--- src/rtl/player_input_port_pkg.sv ---
// player_io_pkg: shared definitions for the player input port.
//   - Register word offsets relative to BASE_ADR.
//   - CONTROL write bit positions (ARM, DISARM).
//   - STATUS read bit positions.
//   - io_state_t: buzzer FSM states.
package player_io_pkg;

    localparam logic [1:0] REG_STATUS  = 2'd0;
    localparam logic [1:0] REG_CODE    = 2'd1;
    localparam logic [1:0] REG_CONTROL = 2'd2;
    localparam logic [1:0] REG_RAW     = 2'd3;

    localparam int CTRL_ARM    = 0;
    localparam int CTRL_DISARM = 1;

    localparam int ST_LOCKED = 0;
    localparam int ST_IDX_LO = 1;   // first_idx occupies bits 2:1
    localparam int ST_ARMED  = 3;
    localparam int ST_ACT_LO = 4;   // act[3:0] occupies bits 7:4

    typedef enum logic [1:0] {
        IDLE   = 2'd0,
        ARMED  = 2'd1,
        LOCKED = 2'd2
    } io_state_t;

endpackage

--- src/rtl/player_input_port_if.sv ---
// player_input_port_if: processor word bus into the I/O space.
//   adr       : word address              (master -> slave)
//   memread   : read strobe               (master -> slave)
//   memwrite  : write strobe              (master -> slave)
//   writedata : write data                (master -> slave)
//   rdata     : combinational read data   (slave -> master)
//   hit       : address is in the window  (slave -> master)
interface player_input_port_if;
    logic [15:0] adr;
    logic        memread;
    logic        memwrite;
    logic [15:0] writedata;
    logic [15:0] rdata;
    logic        hit;

    modport master (
        output adr, memread, memwrite, writedata,
        input  rdata, hit
    );

    modport slave (
        input  adr, memread, memwrite, writedata,
        output rdata, hit
    );
endinterface

--- src/rtl/player_input_port_debounce.sv ---
// debounce_bit: conditions one player button.
//   clk : system clock
//   rst : asynchronous active-high reset
//   raw : button pin straight from the GPIO header
//   deb : debounced level, 1 = pressed
// The pin is normalised to pressed-high, passed through a two-flop
// synchronizer, then accepted only after DEBOUNCE_CYCLES consecutive
// synchronized samples that disagree with the current debounced level.
module debounce_bit #(
    parameter int DEBOUNCE_CYCLES = 500000,
    parameter bit ACTIVE_LOW      = 1'b1
) (
    input  logic clk,
    input  logic rst,
    input  logic raw,
    output logic deb
);

    localparam int CW = $clog2(DEBOUNCE_CYCLES + 1);

    logic          sample;
    logic          sync_p0;
    logic          sync_p1;
    logic [CW-1:0] cnt;

    assign sample = ACTIVE_LOW ? ~raw : raw;

    always_ff @(posedge clk or posedge rst) begin
        if (rst) begin
            sync_p0 <= 1'b0;
            sync_p1 <= 1'b0;
            cnt     <= '0;
            deb     <= 1'b0;
        end else begin
            // synchronizer stages
            sync_p0 <= sample;
            sync_p1 <= sync_p0;
            // debounce stage: the edge that would bring cnt to
            // DEBOUNCE_CYCLES accepts the new level instead
            if (sync_p1 == deb) begin
                cnt <= '0;
            end else if (cnt == CW'(DEBOUNCE_CYCLES - 1)) begin
                deb <= sync_p1;
                cnt <= '0;
            end else begin
                cnt <= cnt + 1'b1;
            end
        end
    end

endmodule

--- src/rtl/player_input_port.sv ---
// player_input_port: memory-mapped buzzer port for four player controllers.
//   clk             : system clock
//   rst             : asynchronous active-high reset
//   gpins           : GPIO header, player n buttons on gpins[4n+3:4n]
//   bus             : processor word bus (slave side), registers at
//                     BASE_ADR+0 STATUS, +1 CODE, +2 CONTROL, +3 RAW
//   playerInputFlag : high while a player has buzzed in (LOCKED)
module player_input_port
    import player_io_pkg::*;
#(
    parameter logic [15:0] BASE_ADR        = 16'd43,
    parameter int          DEBOUNCE_CYCLES = 500000,
    parameter bit          ACTIVE_LOW      = 1'b1
) (
    input  logic                       clk,
    input  logic                       rst,
    input  logic [35:0]                gpins,
    player_input_port_if.slave         bus,
    output logic                       playerInputFlag
);

    logic [15:0] deb_bits;
    logic [3:0]  act;
    logic [3:0]  act_q;
    logic [3:0]  press;
    logic [1:0]  sel;
    logic [3:0]  sel_code;
    logic [15:0] offset;
    logic [1:0]  reg_sel;
    logic        in_window;
    logic        ctrl_wr;
    io_state_t   state;
    logic [1:0]  first_idx;
    logic [3:0]  first_code;
    logic [15:0] status;
    logic        unused_bits;

    // Lowest player index wins when several press in the same cycle.
    function automatic logic [1:0] first_player(input logic [3:0] ev);
        if (ev[0])      return 2'd0;
        else if (ev[1]) return 2'd1;
        else if (ev[2]) return 2'd2;
        else            return 2'd3;
    endfunction

    for (genvar i = 0; i < 16; i++) begin : g_btn
        debounce_bit #(
            .DEBOUNCE_CYCLES (DEBOUNCE_CYCLES),
            .ACTIVE_LOW      (ACTIVE_LOW)
        ) u_deb (
            .clk (clk),
            .rst (rst),
            .raw (gpins[i]),
            .deb (deb_bits[i])
        );
    end

    always_comb begin
        act = '0;
        for (int n = 0; n < 4; n++) begin
            act[n] = |deb_bits[4*n +: 4];
        end
    end

    assign press    = act & ~act_q;
    assign sel      = first_player(press);
    assign sel_code = deb_bits[{sel, 2'b00} +: 4];

    assign offset    = bus.adr - BASE_ADR;
    assign reg_sel   = offset[1:0];
    assign in_window = (bus.adr >= BASE_ADR) && (offset < 16'd4);
    assign bus.hit   = in_window;
    assign ctrl_wr   = bus.memwrite && in_window && (reg_sel == REG_CONTROL);

    assign unused_bits = ^{gpins[35:16], offset[15:2], bus.writedata[15:2]};

    // edge-detect / FSM stage
    always_ff @(posedge clk or posedge rst) begin
        if (rst) begin
            act_q           <= '0;
            state           <= IDLE;
            first_idx       <= '0;
            first_code      <= '0;
            playerInputFlag <= 1'b0;
        end else begin
            act_q <= act;
            // A CONTROL write discards a press landing on the same edge.
            if (ctrl_wr && bus.writedata[CTRL_DISARM]) begin
                state           <= IDLE;
                first_idx       <= '0;
                first_code      <= '0;
                playerInputFlag <= 1'b0;
            end else if (ctrl_wr && bus.writedata[CTRL_ARM]) begin
                state           <= ARMED;
                first_idx       <= '0;
                first_code      <= '0;
                playerInputFlag <= 1'b0;
            end else if (state == ARMED && (|press)) begin
                state           <= LOCKED;
                first_idx       <= sel;
                first_code      <= sel_code;
                playerInputFlag <= 1'b1;
            end
        end
    end

    always_comb begin
        status              = '0;
        status[ST_LOCKED]   = (state == LOCKED);
        status[ST_IDX_LO+:2] = first_idx;
        status[ST_ARMED]    = (state == ARMED);
        status[ST_ACT_LO+:4] = act;
    end

    // Simultaneous read and write strobes count as a write only.
    always_comb begin
        bus.rdata = '0;
        if (bus.memread && !bus.memwrite && in_window) begin
            case (reg_sel)
                REG_STATUS: bus.rdata = status;
                REG_CODE:   bus.rdata = {12'b0, first_code};
                REG_RAW:    bus.rdata = deb_bits;
                default:    bus.rdata = '0;
            endcase
        end
    end

endmodule

--- src/flat_wrapper.sv ---
// flat-port wrapper written by rule: the top's interface ports become plain ports
module player_input_port_flat import player_io_pkg::*;
#(
    parameter logic [15:0] BASE_ADR        = 16'd43,
    parameter int          DEBOUNCE_CYCLES = 500000,
    parameter bit          ACTIVE_LOW      = 1'b1
)
  (clk, rst, gpins, playerInputFlag, bus_adr, bus_memread, bus_memwrite, bus_writedata, bus_rdata, bus_hit);
  player_input_port_if bus_i ();
  input  logic clk;
  input  logic rst;
  input  logic [35:0] gpins;
  output logic playerInputFlag;
  input wire logic [$bits(bus_i.adr)-1:0] bus_adr;
  input wire logic [$bits(bus_i.memread)-1:0] bus_memread;
  input wire logic [$bits(bus_i.memwrite)-1:0] bus_memwrite;
  input wire logic [$bits(bus_i.writedata)-1:0] bus_writedata;
  output wire logic [$bits(bus_i.rdata)-1:0] bus_rdata;
  output wire logic [$bits(bus_i.hit)-1:0] bus_hit;
  assign bus_i.adr = bus_adr;
  assign bus_i.memread = bus_memread;
  assign bus_i.memwrite = bus_memwrite;
  assign bus_i.writedata = bus_writedata;
  assign bus_rdata = bus_i.rdata;
  assign bus_hit = bus_i.hit;
  player_input_port #(.BASE_ADR(BASE_ADR), .DEBOUNCE_CYCLES(DEBOUNCE_CYCLES), .ACTIVE_LOW(ACTIVE_LOW)) u_core (.clk(clk), .rst(rst), .gpins(gpins), .bus(bus_i), .playerInputFlag(playerInputFlag));
endmodule
--- config.mk ---
export PLATFORM = sky130hd
export DESIGN_NAME = player_input_port_flat
export DESIGN_NICKNAME = d
export VERILOG_FILES = /design/src/rtl/player_input_port_pkg.sv /design/src/rtl/player_input_port_if.sv /design/src/rtl/player_input_port_debounce.sv /design/src/rtl/player_input_port.sv /design/src/flat_wrapper.sv
export SDC_FILE = /design/constraint.sdc
export NUM_CORES = 1
export LEC_CHECK = 0
export ABC_AREA = 1
export BUFFER_PORTS_ARGS = -buffer_cell sky130_fd_sc_hd__buf_2
export CAP_MARGIN = 30
export CORE_MARGIN = 4
export CORE_UTILIZATION = 52
export DETAILED_ROUTE_END_ITERATION = 16
export PLACE_DENSITY = 0.74
export SLEW_MARGIN = 10
export SYNTH_ARGS = -nofsm -noshare
export SYNTH_HDL_FRONTEND = slang
export SYNTH_SLANG_ARGS = --single-unit
export TNS_END_PERCENT = 5
--- constraint.sdc ---
create_clock -name clk -period 17.2 [get_ports clk]
set_clock_uncertainty 0.05 [all_clocks]
set_input_delay 3.44 -clock clk [delete_from_list [all_inputs] [get_ports clk]]
set_output_delay 3.44 -clock clk [all_outputs]
set_load 0.02 [all_outputs]
==> qor.yml <==
die:
  fp.coreArea_um2: 33800
  start_util: 0.530
  num_rows: 67
  ios: 90
  die_area_um2: 37500
  fp.dieW_um: 194
  dieHeight_um: 194
sta:
  fmaxAchievable_ghz: 0.110
  drv_slew: 0
  fin_crit_ps: 9110
  setup_viol: 0
  hold_viol_final: 0
  tightest_slew_ps: 946
  setup-tns-final_ps: 0
  rsz0062_at_grt: "false"
  slew_headroom: 0.370
  fin_crit_sh: 0.530
yosys:
  yosysWarnings: 0
  synth_nets: 2213
  synth.avg_cell_area_um2: 8.42
  ys_top_cells_by_area: "dfrtp_1 (51%), inv_1 (6.9%), nor2_1 (6.6%), nand2_1 (6.4%), xor2_1 (3.7%)"
  seq_area_frac_synth: 0.509
  yosys_register_bits: 364
  synth_cells: 2125
  netlist_area_um2: 17900
  ys_types: 46
  yosys.area.top_type: "dfrtp_1"
  synth_top_area_frac: 0.509
cells_and_area:
  stdcell_area_um2: 20100
  diodes: 0
  final_nets: 2309
  drive_above_1_share: 0.0939
  area_growth_pct: 12.3
  final_cells: 2694
  post-route-util: 0.595
power_and_ir_drop:
  intPower_w: 0.00141
  seq_power_share: 0.486
  vdd_drop_max_mv: 0.0772
  clock_power_share: 0.477
  p_per_area_nw_per_um2: 90.0
  power.leakage_nw: 8.96
  power_switching_w: 0.000394
  swShare: 0.218
  power_frac_comb: 0.037
clocking:
  cts.sinks: 364
  clock_path_buffers: 3
  post-cts-setup-buffers: 0
  clockRootBuffer: "clkbuf_16"
  path_clk_slew_ps: 60
  cts_tree: "done"
  cts_buffers: 40
  worstSkewPairLatency_ps: 530
  h-tree-depth: 2
  cts_hold_buffers: 0
  postCtsResizedCells: 0
setup_path:
  critPathLaunchType: "input port"
  cp_max_fo: 16
  required_ps: 13710
  path_class: "in -> out"
  critPathCaptureType: "primary output"
  worstPathCellList: "buf_2 > nand2_2 > clkinv_1 > nand3_1 > nand3_1 > nand2_1 > nand4_1 > nor2_2 > and2_4 > nand3_4 > nor2_1 > buf_2"
  path_buf_inv: 3
  cp_slowest_cell: "nor2_1"
  path_delay_family: "simple AND/OR/NAND/NOR gates"
  crit_arrival_ps: 5620
  cpPeakStageDelay_ps: 320
placement:
  dp_cells: 2626
  port_buffers: 55
  placed_cell_area_um2: 18800
  dp_hpwl_um: 26000
  gp_congestion: 0.880
routing:
  drt_iter0_drc: 1065
  dr.pass1.iters: 5
  drcViolationCount: 0
  num_vias: 14300
  viasPerCell: 5.30
  routedWlPerCell_um: 13.8
  ant_nets: 0
  wirelength_um: 37100
outcome:
  outcome: "finished, final reports clean"
grt:
  grt_antenna_before_repair: 0
  gr-total-overflow: 0
  grt_pass1_wl_um: 64700
  grt_pass1_vias: 14000
  grt_usage: 0.198
  grt_start_max_net_pins: 175
job:
  cap_viol_max_count: 0
hold_path:
  hp-class: "reg -> reg"
==> synthesized netlist by cell type (all sizes together) <==
cell    number
a211oi      20
a21oi      129
a221oi       5
a22oi        6
a31oi        9
a41oi        1
and2         1
and3         5
buf          2
clkbuf       4
clkinv       3
dfrtp      364
ha          16
inv        328
mux2        11
mux2i        1
nand2      310
nand3      128
nand3b       4
nand4       77
nor2       352
nor3        70
nor3b       12
nor4        44
o2111a       1
o211a        1
o21a         3
o21ai       87
o22ai        3
or2         17
or3          2
xnor2       33
xor2        76
==> power by group through the flow <==
stage | Clock (W) | Combinational [W] | Sequential, W
after floorplan | 0 | 0.0000463 | 0.000892
after global placement | 0 | 0.0000659 | 0.000893
after detailed placement | 0 | 0.0000679 | 0.000894
after CTS | 0.000884 | 0.0000683 | 0.000879
after global routing | 0.000920 | 0.0000791 | 0.000880
final | 0.000862 | 0.0000674 | 0.000879
==> worst register-to-register path, delay by kind of cell (launching register included) <==
family          cells  cell delay [ps]
flops               1              370
simple gates        4             1100
buf+inv             2              410
compound gates      1               90
fa+ha+maj           1              210
==> metal layers <==
metal / vias up / track usage / wire length, um
met1: 6810 / 0.274 / 17000
met3: 67 / 0.0317 / 1680
met5: - / 0 / 0
li1: 7146 / - / -
met4: 0 / 0.0619 / 1080
met2: 267 / 0.324 / 17400
==> kinds of logic (layout without fill, tap and decap cells) <==
group,count (synthesis),in the layout,synth area share
and+or+nand+nor,1022,1022,0.267
DFF,364,364,0.509
buffers and inverters,337,458,0.0712
AOI/OAI and AO/OA,265,265,0.0811
xor gates and xnor gates,109,109,0.0533
adders and majority gates,16,16,0.0112
muxes,12,12,0.00748
==> cells in the final DEF, fill, tap and decap left out, types with 4 or more instances in the layout <==
cell type / instances
dfrtp_1: 364
nand2_2: 5
clkbuf_16: 41
inv_1: 326
clkbuf_8: 7
a21oi_1: 129
nand3b_1: 4
mux2_2: 11
nand4_1: 75
clkbuf_1: 9
nand3_1: 118
nand2_1: 305
nor3b_1: 12
o21ai_0: 86
nor2_2: 36
xnor2_1: 33
nand3_2: 9
a22oi_1: 6
a221oi_1: 5
nor2_1: 313
nor4_1: 42
bufinv_16: 4
ha_1: 16
or2_0: 7
a211oi_1: 20
or2_2: 10
nor3_1: 60
buf_2: 55
xor2_1: 76
a31oi_1: 9
nor3_2: 9
and3_1: 5
==> sequential cells by signal (all words and copies together) (netlist names) <==
register,flops
u_core.first_idx,2
u_core.first_code,4
u_core.act_q,4
u_core.g_btn.u_deb.sync_p0,16
u_core.g_btn.u_deb.deb,16
u_core.state,2
u_core.g_btn.u_deb.sync_p1,16
u_core.g_btn.u_deb.cnt,304
==> path summary, 6_finish.rpt <==
kind                                                from                             end  slack (ps)  cells past startpoint
max                                           bus_adr[1]                    bus_rdata[1]        8090                     12
max in group asynchronous                            rst  u_core.g_btn[12].u_deb.cnt[17]       12650                      3
min reg2reg                u_core.g_btn[6].u_deb.sync_p0   u_core.g_btn[6].u_deb.sync_p1         290                      0
max reg2reg                 u_core.g_btn[3].u_deb.cnt[0]    u_core.g_btn[3].u_deb.cnt[8]       14840                      8
min                        u_core.g_btn[6].u_deb.sync_p0   u_core.g_btn[6].u_deb.sync_p1         290                      0
min in group asynchronous                            rst    u_core.g_btn[4].u_deb.cnt[8]        3010                      2
==> stage by stage <==
stage | power [W] | setup slack (ps) | hold slack (ps)
after floorplan | 0.000938 | 3610 | 281
after global placement | 0.000959 | 8190 | 282
after detailed placement | 0.000962 | 8140 | 286
after CTS | 0.00183 | 8130 | 292
after global routing | 0.00188 | 7950 | 293
final | 0.00181 | 8090 | 291
==> area by class of cell <==
type | instances | area, um^2
Inverter | 331 | 1250
Timing Repair Buffer | 60 | 345
Sequential cell | 364 | 9110
Clock buffer | 57 | 1160
Fill cell | 2855 | 13700
Clock inverter | 10 | 159
Multi-Input combinational cell | 1424 | 7520
Tap cell | 448 | 561
Note: power is estimated with default switching activity, not from simulation.
